### src/rtl/hazard_stall_unit_pkg.sv
// Shared types and constants for the pipeline hazard/stall logic.
// Register numbers are 5-bit MIPS GPR indices; $0 is hardwired zero.
package my_lib;

    typedef enum logic [1:0] {
        NONE        = 2'd0,
        LOAD_USE    = 2'd1,
        BRANCH_LOAD = 2'd2,
        MDU         = 2'd3
    } stall_cause_t;

    localparam int MULT_LAT_DEF = 5;
    localparam int DIV_LAT_DEF  = 32;

    localparam logic [4:0] REG_ZERO = 5'd0;

    // True when a producer's destination feeds a source the ID instruction actually reads.
    function automatic logic src_match(
        input logic [4:0] dst,
        input logic [4:0] rs,
        input logic [4:0] rt,
        input logic       use_rs,
        input logic       use_rt
    );
        return (dst != REG_ZERO) && ((use_rs && (dst == rs)) || (use_rt && (dst == rt)));
    endfunction

endpackage

### src/rtl/hazard_stall_unit_mdu_busy_timer.sv
// Occupancy timer for the multi-cycle mult/div unit: tracks BUSY, and pulses
// done for one cycle after the last busy cycle so HI/LO can be consumed.
module mdu_busy_timer
    import my_lib::*;
#(
    parameter int MULT_LAT = MULT_LAT_DEF,
    parameter int DIV_LAT  = DIV_LAT_DEF
) (
    input  logic clk,
    input  logic reset,
    input  logic start,
    input  logic is_div,
    output logic busy,
    output logic done,
    output logic done_next
);

    localparam int MAX_LAT = (DIV_LAT > MULT_LAT) ? DIV_LAT : MULT_LAT;
    localparam int CTR_W   = $clog2(MAX_LAT + 1);

    localparam logic [CTR_W-1:0] MULT_LOAD = CTR_W'(MULT_LAT - 1);
    localparam logic [CTR_W-1:0] DIV_LOAD  = CTR_W'(DIV_LAT - 1);
    localparam logic [CTR_W-1:0] CNT_ONE   = CTR_W'(1);

    typedef enum logic {
        IDLE = 1'b0,
        BUSY = 1'b1
    } mdu_state_t;

    mdu_state_t       state;
    logic [CTR_W-1:0] count;
    logic             done_q;

    // A start seen while BUSY is ignored: the running count is kept, since
    // the hazard logic should never let a second MDU op reach EX early.
    always_ff @(posedge clk or posedge reset) begin
        if (reset) begin
            state  <= IDLE;
            count  <= '0;
            done_q <= 1'b0;
        end else begin
            case (state)
                IDLE: begin
                    done_q <= 1'b0;
                    if (start) begin
                        state <= BUSY;
                        count <= is_div ? DIV_LOAD : MULT_LOAD;
                    end
                end
                BUSY: begin
                    if (count == CNT_ONE) begin
                        state  <= IDLE;
                        count  <= '0;
                        done_q <= 1'b1;
                    end else begin
                        count  <= count - CNT_ONE;
                        done_q <= 1'b0;
                    end
                end
                default: begin
                    state  <= IDLE;
                    count  <= '0;
                    done_q <= 1'b0;
                end
            endcase
        end
    end

    assign busy      = (state == BUSY);
    assign done      = done_q;
    assign done_next = (state == BUSY) && (count == CNT_ONE);

endmodule

### src/rtl/hazard_stall_unit.sv
// Stall/bubble generator between ID and ID_EX: catches load-use, load-into-branch
// and MDU-result hazards that forwarding cannot resolve, and counts stall cycles.
module hazard_stall_unit
    import my_lib::*;
#(
    parameter int MULT_LAT = MULT_LAT_DEF,
    parameter int DIV_LAT  = DIV_LAT_DEF,
    parameter int CNT_W    = 32
) (
    input  logic             clk,
    input  logic             reset,
    input  logic             id_valid,
    input  logic [4:0]       id_rs,
    input  logic [4:0]       id_rt,
    input  logic             id_use_rs,
    input  logic             id_use_rt,
    input  logic             id_is_branch,
    input  logic             id_is_hilo,
    input  logic             id_is_mdu,
    input  logic             ex_mem_read,
    input  logic             ex_reg_write,
    input  logic [4:0]       ex_rd,
    input  logic             ex_mdu_start,
    input  logic             ex_mdu_is_div,
    input  logic             mem_mem_read,
    input  logic [4:0]       mem_rd,
    output logic             stall,
    output logic             bubble,
    output logic [1:0]       stall_cause,
    output logic             mdu_busy,
    output logic             mdu_done,
    output logic [CNT_W-1:0] stall_cycles
);

    logic         mdu_done_next;
    logic         hazard_en;
    logic         ex_hit;
    logic         mem_hit;
    logic         load_use;
    logic         branch_load;
    logic         mdu_wait;
    logic         any_stall;
    stall_cause_t cause;
    logic         unused_inputs;

    mdu_busy_timer #(
        .MULT_LAT (MULT_LAT),
        .DIV_LAT  (DIV_LAT)
    ) u_mdu_timer (
        .clk       (clk),
        .reset     (reset),
        .start     (ex_mdu_start),
        .is_div    (ex_mdu_is_div),
        .busy      (mdu_busy),
        .done      (mdu_done),
        .done_next (mdu_done_next)
    );

    // ALU results are forwarded into both EX and ID, so a plain register write
    // in ID_EX never needs a stall; only loads and the MDU do.
    assign unused_inputs = ex_reg_write;

    assign hazard_en = id_valid && !reset;
    assign ex_hit    = src_match(ex_rd, id_rs, id_rt, id_use_rs, id_use_rt);
    assign mem_hit   = mem_mem_read && src_match(mem_rd, id_rs, id_rt, id_use_rs, id_use_rt);

    assign load_use    = hazard_en && ex_mem_read && ex_hit;
    assign branch_load = hazard_en && id_is_branch && (mem_hit || load_use);
    assign mdu_wait    = hazard_en && mdu_busy && !mdu_done_next && (id_is_hilo || id_is_mdu);

    assign any_stall = load_use || branch_load || mdu_wait;
    assign stall     = any_stall;
    assign bubble    = any_stall;

    always_comb begin
        cause = NONE;
        if (branch_load) begin
            cause = BRANCH_LOAD;
        end else if (load_use) begin
            cause = LOAD_USE;
        end else if (mdu_wait) begin
            cause = MDU;
        end
    end

    assign stall_cause = cause;

    // Saturating performance counter: holds at all-ones instead of wrapping.
    always_ff @(posedge clk or posedge reset) begin
        if (reset) begin
            stall_cycles <= '0;
        end else if (any_stall && (stall_cycles != {CNT_W{1'b1}})) begin
            stall_cycles <= stall_cycles + CNT_W'(1);
        end
    end

endmodule

### config.mk
export PLATFORM = sky130hd
export DESIGN_NAME = hazard_stall_unit
export DESIGN_NICKNAME = d
export VERILOG_FILES = /design/src/rtl/hazard_stall_unit_pkg.sv /design/src/rtl/hazard_stall_unit_mdu_busy_timer.sv /design/src/rtl/hazard_stall_unit.sv
export SDC_FILE = /design/constraint.sdc
export NUM_CORES = 1
export LEC_CHECK = 0
export ABC_AREA = 1
export CAP_MARGIN = 20
export CORE_MARGIN = 10
export CORE_UTILIZATION = 51
export DETAILED_ROUTE_END_ITERATION = 7
export GPL_ROUTABILITY_DRIVEN = 1
export PLACE_DENSITY = 0.82
export SLEW_MARGIN = 20
export SYNTH_ARGS = -nofsm -noshare
export SYNTH_HDL_FRONTEND = slang
export SYNTH_SLANG_ARGS = --single-unit
### constraint.sdc
create_clock -name clk -period 3.6 [get_ports clk]
set_input_delay 0.72 -clock clk [delete_from_list [all_inputs] [get_ports clk]]
set_output_delay 0.72 -clock clk [all_outputs]
set_load 0.01 [all_outputs]
==> results of run 1 <==
-- worst min path at each step --
stage,end,slack (ns)
after floorplan,u_mdu_timer.count[5],0.47
after global placement,u_mdu_timer.count[5],0.49
after detailed placement,stall_cycles[3],0.52
after CTS,stall_cycles[3],0.54
after global routing,stall_cycles[5],0.58
final,stall_cycles[3],0.54
-- worst max-delay path, cell delays in order --
cell and delay, ns:
clkdlybuf4s50_1 0.51, inv_1 0.09, nand2_1 0.06, nand2_1 0.04
nor2_1 0.13, nand3_1 0.09, nand2_1 0.10, nand2_1 0.08
nand2_1 0.08, nand2_1 0.07, nand2_2 0.11, clkdlybuf4s50_1 0.55
-- cell usage in the layout, fill, tap and decap left out, types with 2 or more instances in the layout --
cell type	instances
a21oi_1	3
a22oi_1	2
buf_4	3
clkbuf_8	5
clkdlybuf4s50_1	69
dfrtp_1	40
ha_1	3
inv_1	50
inv_2	2
nand2_1	174
nand2_2	3
nand3_1	49
nand4_1	9
nor2_1	51
nor3_1	14
nor3b_1	3
o21ai_0	9
xnor2_1	6
xor2_1	24
-- kinds of logic (layout without fill, tap and decap cells) --
family          count (synthesis)  count (layout)
compound gates                 17              17
flops                          40              40
fa+ha+maj                       3               3
xor+xnor                       30              30
buf+inv                        63             131
simple gates                  308             308
-- per-layer routing --
metal | GRT usage | share of wire | vias up
li1 | - | - | 1578
met1 | 0.238 | 0.44 | 1423
met2 | 0.302 | 0.48 | 97
met3 | 0.0355 | 0.064 | 7
met4 | 0.0460 | 0.0094 | 0
met5 | 0 | 0 | -
-- registers in the layout, indices dropped and copies added (netlist names) --
signal,count
u_mdu_timer.busy,1
u_mdu_timer.done,1
stall_cycles,32
u_mdu_timer.count,6
-- area by class of cell --
class / instances / share of cell area
repair buffers: 72 / 0.188
flip-flops and latches: 40 / 0.264
clock buffers: 6 / 0.0192
clock inverters: 1 / 0.00132
well taps: 72 / 0.0238
multi-input cells: 358 / 0.452
inverters: 52 / 0.0515
-- report_power, final --
group          internal (mW)  switching (mW)  leakage [nW]  total, mW
Combinational          0.205           0.253          1.33      0.458
Sequential             0.513          0.0702         0.538      0.583
Clock                  0.132           0.148        0.0410      0.280
Total                  0.850           0.471          1.91       1.32
==> results.tsv, run 1 <==
stage	metric	value	unit
worst_setup_path	startpoint types	input port	
worst_hold_path	hold path depth	2	
timing	Max-Slew Margin vs Limit	0.611	
timing	Fin Hold WS	0.538	ns
placed_design	I/O Buffers	69	
yosys	Synthesized Nets	497	
yosys	Post-Syn Instances	461	
grt	global-route wire length before repair	13.9	mm
pwr	PD cells	349	nW/um2
placed_design	dpl cells	594	
cts	CTS Hold Bufs	0	
worst_setup_path	Worst Path Max Fanout	3	
cells_and_area	final cell count without fillers	601	
cells_and_area	post-route cell area	3790	um2
timing	Max Clock Skew	0.00624	ns
cells_and_area	final core occ	0.679	
cts	clk buf depth	2	
cts	# resized after CTS	0	
timing	final worst path period share	0.933	
worst_setup_path	crit path from	ex_rd[3]	
cts	Worst-Skew Late Latency	0.29	ns
worst_setup_path	Worst R2R Setup Slack	1.18	ns
die	I/O pin count	71	
yosys	synthesized area	2980	um2
cts	number of setup buffers added after CTS	0	
route	drt first pass iters	5	
route	total number of vias	3105	
yosys	ys flop type	dfrtp_1	
worst_hold_path	beginning of the worst hold path	stall_cycles[3]	
cts	clock transition at the registers of the reported paths	0.07	ns
worst_setup_path	Crit Reg-Reg Endpoint	stall_cycles[10]	
timing	Slew @ Worst Pin	0.581	ns
yosys	Post-synth EDFFs	0	
worst_setup_path	critical path class	in -> out	
route	# DRC	0	
die	Die H	96.5	um
timing	setup tns final	0	ns
grt	initial antenna violation count	0	
status	status	finished clean	
placed_design	DP Wirelength	6.61	mm
grt	largest net degree at the start of global routing	41	
worst_setup_path	CP Capture Point	stall	
cells_and_area	Ant. Diodes	0	
yosys	mux cell area share after synthesis	0	
grt	global router's overall resource usage	0.182	
yosys	Synth area leaders	dfrtp_1 34%, nand2_1 22%, nand3_1 8.2%, xor2_1 7.0%, nor2_1 6.4%	
cells_and_area	Final nets	565	
timing	Final WS setup	0.243	ns
worst_setup_path	worst reg-to-reg path cell count	13	
yosys	largest family of logic cells by synthesized area	simple AND/OR/NAND/NOR gates	
die	die area	9300	um2
timing	RSZ-0062 raised after global routing	no	
pwr	Static Leak	1.91	nW
yosys	Post-Synth XOR/XNOR Area	0.0881	
yosys	top-count cell post-synth	nand2_1	
flow_run	max cap viols	0	
yosys	post-synthesis adder-cell area fraction	0.0126	
yosys	compound-gate portion of the synthesized area	0.0336	
timing	Max Clk Rate	0.298	GHz
route	Detailed Route WL	8.27	mm
cells_and_area	Area Growth Syn to Fin	27.0	%
yosys	distinct cell type count after synthesis	28	
timing	endpoints failing setup	0	
grt	vias in the first global route	2951	
worst_setup_path	Worst EP arrival	2.64	ns
timing	final hold violations	0	
yosys	Yosys warnings	0	
grt	grt ovf	0	
cells_and_area	layout cells sized above 1	0.0340	
cts	TritonCTS Buffers	5	
route	DRT iter0 DRCs	199	
worst_hold_path	hold crit path type	reg -> reg	
worst_setup_path	r2r startpoint	u_mdu_timer.count[1]	
timing	fin crit period	3.36	ns
die	num rows	27	
placed_design	GP Congestion	0.933	
cells_and_area	area of the multi-input gates	1710	um2
route	Vias/cell	5.17	
pwr	Overall Power	1.32	mW
cts	root buf cell	clkbuf_8	
yosys	Simple-Gate Fraction of Synth Area	0.439	
die	die width	96.5	um
cells_and_area	Register Area	1000	um2
worst_setup_path	Critical Path RT	2.88	ns
yosys	synthesized area per cell	6.47	um2
yosys	Seq/Total Area, Yosys	0.336	
cts	TritonCTS clock tree	done	
yosys	area leader, netlist	dfrtp_1	
cts	clock sinks	40	
route	antenna-violating nets left	0	
yosys	share of the synthesized area in the top cell type	0.336	
route	Routed wire per std cell	13.8	um
worst_setup_path	nature of the critical path endpoint	output pin	
yosys	Async SR Flop Fraction	1.00	
placed_design	Placed Area	3710	um2
cells_and_area	fill count	515	
timing	Pins Over Slew Limit	0	
placed_design	setup slack at placement	0.247	ns
die	core region area	5570	um2
cts	CTS H-tree depth	2	
pwr	peak supply drop	0.256	mV
yosys	most frequent cells after synthesis	174 x nand2_1, 51 x nor2_1, 50 x inv_1	
die	Starting Density	0.535	
yosys	Synth Register Bits	40	
Power figures use the tool's default switching activity.
==> inputs of run 2 (changes only) <==
--- a/config.mk
+++ b/config.mk
@@ -15,4 +15,5 @@
 export SLEW_MARGIN = 20
 export SYNTH_ARGS = -nofsm -noshare
 export SYNTH_HDL_FRONTEND = slang
+export SYNTH_HIERARCHICAL = 1
 export SYNTH_SLANG_ARGS = --single-unit
==> run 2 against run 1 <==
Synthesized cell count up 3.0%. Count of clock-buffer cells in the layout up 1. Critical path depth unchanged. Non-clock buffer count unchanged.
==> results.tsv, run 2 <==
stage	metric	value	unit	change
status	status	finished clean		
grt	initial antenna violation count	0		unchanged
worst_setup_path	CP dominant cell by count	nand2_1		
worst_setup_path	nature of the critical path endpoint	output pin		
yosys	distinct cell type count after synthesis	27		-3.6%
worst_setup_path	startpoint types	input port		
yosys	Async SR Flop Fraction	1.00		unchanged
cts	clock transition at the registers of the reported paths	0.07	ns	about the same
route	total number of vias	3127		+0.71%
worst_hold_path	hold crit path type	reg -> reg		
cells_and_area	Final nets	580		+2.7%
placed_design	DP Wirelength	6.37	mm	-3.6%
cts	root buf cell	clkbuf_8		
cells_and_area	commonest non-fill, non-tap cell in the layout	nand2_1		
route	DRT iter0 DRCs	180		-9.5%
grt	vias in the first global route	2909		-1.4%
cells_and_area	Register Area	1000	um2	unchanged
cts	number of setup buffers added after CTS	0		unchanged
die	die area	9370	um2	+0.74%
yosys	Synth Register Bits	40		unchanged
flow_run	max cap viols	0		unchanged
cts	CTS Hold Bufs	0		unchanged
cts	# resized after CTS	0		unchanged
yosys	share of the synthesized area in the top cell type	0.333		-0.00307
timing	Max Clock Skew	0.0152	ns	+0.00899 ns
cts	clk buf depth	2		unchanged
cells_and_area	fill count	528		+2.5%
worst_setup_path	Worst EP arrival	2.66	ns	+0.02 ns
die	I/O pin count	71		unchanged
die	num rows	27		unchanged
yosys	Post-synth EDFFs	0		unchanged
placed_design	GP Congestion	0.931		-0.23%
worst_setup_path	Buf/Inv on CP	3		unchanged
yosys	synthesized area per cell	6.34	um2	-2.1%
cts	Worst-Skew Late Latency	0.30	ns	about the same
worst_setup_path	CP peak stage delay	0.57	ns	+0.02 ns
timing	setup tns final	0	ns	unchanged
cells_and_area	final core occ	0.690		+0.0102
grt	global router's overall resource usage	0.172		-0.0107
yosys	Yosys warnings	6		+6
route	Vias/cell	5.07		-1.9%
worst_setup_path	critical path class	in -> out		
timing	Max Clk Rate	0.296	GHz	-0.70%
cts	clock sinks	40		unchanged
worst_setup_path	Worst Path Max Fanout	3		unchanged
route	drt first pass iters	7		+2
timing	fin crit period	3.38	ns	+0.0238 ns
timing	final hold violations	0		unchanged
yosys	Post-Syn Instances	475		+3.0%
worst_setup_path	slowest stage cell, crit path	clkdlybuf4s50_1		
cells_and_area	area of the multi-input gates	1740	um2	+1.6%
pwr	PD cells	288	nW/um2	-17%
cells_and_area	Top reg by flops	stall_cycles		
grt	grt ovf	0		unchanged
route	# DRC	0		unchanged
yosys	most frequent cells after synthesis	186 x nand2_1, 59 x nor2_1, 49 x inv_1, 49 x nand3_1, 40 x dfrtp_1		
cts	TritonCTS Buffers	5		unchanged
placed_design	I/O Buffers	69		unchanged
yosys	synthesized area	3010	um2	+0.92%
die	core region area	5610	um2	+0.61%
worst_setup_path	crit-path cells	clkdlybuf4s50_1 -> inv_1 -> nand2_1 -> nand2_1 -> nor2_1 -> nand3_1 -> nand2_1 -> nand2_1 -> nand2_1 -> nand2_1 -> nand2_1 -> clkdlybuf4s50_1		
die	die width	96.8	um	+0.37%
yosys	ys flop type	dfrtp_1		
cells_and_area	max FFs per register	32		unchanged
cts	CTS H-tree depth	2		unchanged
yosys	Synth area leaders	dfrtp_1 33%, nand2_1 23%, nand3_1 8.1%, nor2_1 7.4%, inv_1 6.1%		
yosys	area leader, netlist	dfrtp_1		
cells_and_area	biggest regs	stall_cycles (32), u_mdu_timer/count (6)		
die	Starting Density	0.537		+0.00169
timing	endpoints failing setup	0		unchanged
worst_setup_path	cell family with most CP delay	buffers and inverters		
cts	TritonCTS clock tree	done		
yosys	Synthesized Nets	511		+2.8%
pwr	peak supply drop	0.225	mV	-12%
yosys	Seq/Total Area, Yosys	0.333		-0.00307
grt	largest net degree at the start of global routing	34		-17%
pwr	Static Leak	2.03	nW	+6.1%
timing	Final WS setup	0.219	ns	-0.0238 ns
cells_and_area	Area Growth Syn to Fin	28.5	%	
timing	final worst path period share	0.939		+0.00660
timing	Pins Over Slew Limit	0		unchanged
timing	Slew @ Worst Pin	0.600	ns	+0.0188 ns
cells_and_area	layout cells sized above 1	0.0514		+0.0173
cells_and_area	most frequent cells in the layout	186 x nand2_1, 69 x clkdlybuf4s50_1, 59 x nor2_1		
cells_and_area	Ant. Diodes	0		unchanged
worst_setup_path	Critical Path RT	2.88	ns	about the same
yosys	top-count cell post-synth	nand2_1		
timing	RSZ-0062 raised after global routing	no		
placed_design	setup slack at placement	0.250	ns	+0.00241 ns
grt	global-route wire length before repair	14.1	mm	+1.6%
route	Routed wire per std cell	13.2	um	-3.8%
route	Detailed Route WL	8.17	mm	-1.3%
timing	Max-Slew Margin vs Limit	0.599		-0.0126
route	antenna-violating nets left	0		unchanged
die	Die H	96.8	um	+0.37%
[run 2: changes by cell type in the layout (fill, tap and decap cells not counted), moves of 4 or more]
| cell | change |
|---|---|
| xor2_1 | -6 |
| nor3_1 | -4 |
| o21ai_0 | -5 |
| nand2_1 | +12 |
| xnor2_1 | +4 |
| nor2_2 | +5 |
| nor2_1 | +8 |
[run 2: cell families (layout without fill, tap and decap cells)]
family | count (synthesis) | in the layout | synth area share
compound gates | 11 | 11 | 0.0200
xor+xnor | 28 | 28 | 0.0815
fa+ha+maj | 3 | 3 | 0.0125
buf+inv | 63 | 133 | 0.0898
flops | 40 | 40 | 0.333
simple gates | 330 | 330 | 0.464
[run 2: metal layers]
layer,wire length [um],part of all wire,up-vias,global-route usage
met4,153,0.019,0,0.0507
met5,0,0,-,0
met1,3660,0.45,1414,0.227
met2,3840,0.47,86,0.270
li1,-,-,1615,-
met3,519,0.064,12,0.0390
[run 2: cell type report]
cell class / count / area share
inverters: 53 / 0.0514
flip-flops and latches: 40 / 0.259
clock buffers: 7 / 0.0249
well taps: 72 / 0.0233
repair buffers: 72 / 0.184
multi-input cells: 372 / 0.449
clock inverters: 1 / 0.00776
[run 2: metrics by stage]
step	cell area [um2]	power, mW	cells	hold WS [ns]
floorplan	3010	0.610	475	0.493
global placement	3740	0.713	609	0.490
detailed placement	3740	0.718	609	0.485
CTS	3870	1.12	617	0.502
global route	3870	1.17	617	0.552
finish	3870	1.12	617	0.501
[run 2: final timing paths]
kind / depth (start not counted) / slack [ns] / from / to
min in group asynchronous: 2 / 0.73 / reset / u_mdu_timer/count[4]
min reg2reg: 2 / 0.50 / stall_cycles[30] / stall_cycles[30]
max in group asynchronous: 3 / 2.41 / reset / stall_cycles[2]
min: 2 / 0.50 / stall_cycles[30] / stall_cycles[30]
max reg2reg: 12 / 1.06 / u_mdu_timer/count[1] / stall_cycles[0]
max: 12 / 0.22 / ex_rd[2] / stall
[run 2: power by group]
part | switching [mW] | internal (mW) | total, mW
logic | 0.105 | 0.104 | 0.208
clock network | 0.162 | 0.245 | 0.407
registers | 0.0321 | 0.468 | 0.500
[run 2: worst reg2reg max path: stages, from the launching register on]
cell	delay, ns
dfrtp_1	0.41
inv_1	0.08
ha_1	0.16
nand3_2	0.10
nor2_2	0.16
nor2_1	0.06
and3_1	0.16
a21oi_1	0.20
nand2_1	0.17
buf_4	0.27
nand2_2	0.51
nand2_1	0.12
nand2_1	0.09
==> inputs of run 3 (changes only) <==
--- a/config.mk
+++ b/config.mk
@@ -7,11 +7,13 @@
 export LEC_CHECK = 0
 export ABC_AREA = 1
 export CAP_MARGIN = 20
+export CELL_PAD_IN_SITES_DETAIL_PLACEMENT = 0
+export CELL_PAD_IN_SITES_GLOBAL_PLACEMENT = 1
 export CORE_MARGIN = 10
-export CORE_UTILIZATION = 51
+export CORE_UTILIZATION = 35
 export DETAILED_ROUTE_END_ITERATION = 7
 export GPL_ROUTABILITY_DRIVEN = 1
-export PLACE_DENSITY = 0.82
+export PLACE_DENSITY_LB_ADDON = 0.1
 export SLEW_MARGIN = 20
 export SYNTH_ARGS = -nofsm -noshare
 export SYNTH_HDL_FRONTEND = slang
==> run 3 against run 2 <==
Worst setup slack gained 0.0052 ns. Critical path depth is the same. Fmax up 0.15%. Via count is 2.0% lower. Largest cell class unchanged. Largest power group unchanged. Highest routed layer unchanged.
==> results.tsv, run 3 (synthesis gave the netlist of run 2 again) <==
stage	metric	value	unit	change
pwr	Combinational Power Share	0.206		+0.019
timing	endpoints failing setup	0		unchanged
grt	largest net degree at the start of global routing	33		-2.9%
timing	Max Clk Rate	0.296	GHz	+0.15%
worst_setup_path	startpoint types	input port		
pwr	Internal	0.732	mW	-10%
route	DRT iter0 DRCs	129		-28%
worst_setup_path	crit-path cells	clkdlybuf4s50_1 -> inv_1 -> nand2_1 -> nand2_1 -> nor2_1 -> nand3_1 -> nand2_1 -> nand2_1 -> nand2_1 -> nand2_1 -> nand2_2 -> clkdlybuf4s50_1		
worst_setup_path	slowest stage cell, crit path	clkdlybuf4s50_1		
cells_and_area	Top reg by flops	stall_cycles		
cells_and_area	final cell count without fillers	653		+5.8%
worst_setup_path	Worst Path Max Fanout	4		+1
cells_and_area	Area Growth Syn to Fin	29.7	%	
die	core region area	8300	um2	+48%
worst_setup_path	cell family with most CP delay	buffers and inverters		
worst_setup_path	CP dominant cell by count	nand2_1		
cts	TritonCTS Buffers	5		unchanged
pwr	Clock power frac	0.313		-0.052
grt	grt ovf	0		unchanged
worst_setup_path	Worst EP arrival	2.66	ns	about the same
cts	clock transition at the registers of the reported paths	0.09	ns	+0.02 ns
cells_and_area	commonest non-fill, non-tap cell in the layout	nand2_1		
timing	Max-Slew Margin vs Limit	0.722		+0.124
cells_and_area	most frequent cells in the layout	185 x nand2_1, 69 x clkdlybuf4s50_1, 59 x nor2_1		
placed_design	GP Congestion	0.885		-4.9%
cts	clock sinks	40		unchanged
grt	global-route wire length before repair	14.6	mm	+3.6%
cts	clk buf depth	2		unchanged
grt	global router's overall resource usage	0.136		-0.0356
route	# DRC	0		unchanged
cells_and_area	Register Area	1000	um2	unchanged
pwr	PD cells	267	nW/um2	-7.3%
pwr	Static Leak	2.03	nW	about the same
worst_setup_path	critical path class	in -> out		
die	Starting Density	0.363		-0.174
die	die width	113	um	+16%
die	num rows	33		+22%
status	status	finished clean		
timing	final hold violations	0		unchanged
cells_and_area	Final nets	583		+0.52%
die	die area	12700	um2	+36%
route	Vias/cell	4.70		-7.4%
cells_and_area	max FFs per register	32		unchanged
cells_and_area	biggest regs	stall_cycles (32), u_mdu_timer/count (6)		
route	total number of vias	3066		-2.0%
grt	initial antenna violation count	0		unchanged
timing	final worst path period share	0.938		-0.00144
die	I/O pin count	71		unchanged
timing	Slew @ Worst Pin	0.416	ns	-0.184 ns
worst_setup_path	Critical Path RT	2.88	ns	about the same
timing	Final WS setup	0.224	ns	+0.00519 ns
placed_design	Placed Area	3800	um2	+1.7%
cells_and_area	Ant. Diodes	0		unchanged
cts	Worst-Skew Late Latency	0.30	ns	about the same
placed_design	DP Wirelength	7.08	mm	+11%
worst_hold_path	hold crit path type	reg -> reg		
timing	Pins Over Slew Limit	0		unchanged
timing	setup tns final	0	ns	unchanged
timing	Max Clock Skew	0.0133	ns	-0.00191 ns
cells_and_area	post-route cell area	3900	um2	+0.94%
route	Routed wire per std cell	13.2	um	-0.16%
cts	TritonCTS clock tree	done		
cells_and_area	area of the multi-input gates	1740	um2	+0.14%
route	antenna-violating nets left	0		unchanged
pwr	Overall Power	1.04	mW	-6.5%
pwr	peak supply drop	0.134	mV	-40%
route	drt first pass iters	4		-3
flow_run	max cap viols	0		unchanged
worst_setup_path	CP peak stage delay	0.56	ns	about the same
pwr	Net Sw Frac	0.298		+0.0296
cts	root buf cell	clkbuf_8		
placed_design	I/O Buffers	69		unchanged
placed_design	dpl cells	645		+5.9%
grt	vias in the first global route	2868		-1.4%
placed_design	setup slack at placement	0.127	ns	-0.123 ns
die	Die H	113	um	+16%
cells_and_area	layout cells sized above 1	0.0584		+0.00702
worst_setup_path	Buf/Inv on CP	3		unchanged
pwr	sequential power share	0.481		+0.033
timing	RSZ-0062 raised after global routing	no		
cells_and_area	fill count	886		+68%
route	Detailed Route WL	8.63	mm	+5.7%
pwr	P_sw	0.311	mW	+3.8%
timing	fin crit period	3.38	ns	-0.00519 ns
cts	CTS H-tree depth	2		unchanged
worst_setup_path	nature of the critical path endpoint	output pin		
run 3: final timing paths:
path	from	endpoint	slack, ns	depth (start not counted)
min in group asynchronous	reset	u_mdu_timer/count[1]	0.70	2
min	stall_cycles[30]	stall_cycles[30]	0.51	2
max in group asynchronous	reset	stall_cycles[25]	2.41	3
min reg2reg	stall_cycles[30]	stall_cycles[30]	0.51	2
max	ex_rd[2]	stall	0.22	12
max reg2reg	stall_cycles[1]	stall_cycles[31]	1.14	10
run 3: power by group through the flow:
stage | Sequential (mW) | Combinational (mW) | Clock, mW
3_5_place_dp | 0.511 | 0.218 | 0
2_1_floorplan | 0.510 | 0.0996 | 0
5_1_grt | 0.506 | 0.240 | 0.356
6_report | 0.501 | 0.215 | 0.326
3_3_place_gp | 0.510 | 0.218 | 0
4_1_cts | 0.502 | 0.219 | 0.340
run 3: metrics by stage:
stage | util | hold WS (ns)
2_1_floorplan | - | 0.493
3_3_place_gp | 0.458 | 0.484
3_5_place_dp | 0.458 | 0.493
4_1_cts | 0.470 | 0.513
5_1_grt | 0.470 | 0.576
6_report | 0.470 | 0.506
run 3: repair_timing:
action / 4_1_cts / 5_1_grt
gates resized for setup: 0 / 1
hold buffers: 0 / 0
buffers inserted: 0 / 0
endpoints found under the setup margin: 0 / 2
run 3: worst reg2reg max path, cell delays in order (launching register included):
cell and delay (ns):
dfrtp_1 0.44, ha_1 0.24, nand3_1 0.19, inv_2 0.12
nand2_2 0.10, nor3b_2 0.22, nand4_2 0.33, nand2_2 0.37
buf_4 0.25, nand2_1 0.06, nand2_1 0.06
run 3: per-layer routing:
metal,up-vias,track usage,part of all wire
li1,1620,-,-
met1,1381,0.189,0.49
met2,57,0.209,0.44
met3,8,0.0338,0.054
met4,0,0.0262,0.0097
met5,-,0,0
run 3: final cells by class:
cell class              count  share of cell area
inverters                  53              0.0510
well taps                 105              0.0337
clock buffers               6              0.0212
multi-input cells         372               0.446
flip-flops and latches     40               0.256
repair buffers             75               0.188
clock inverters             2             0.00353
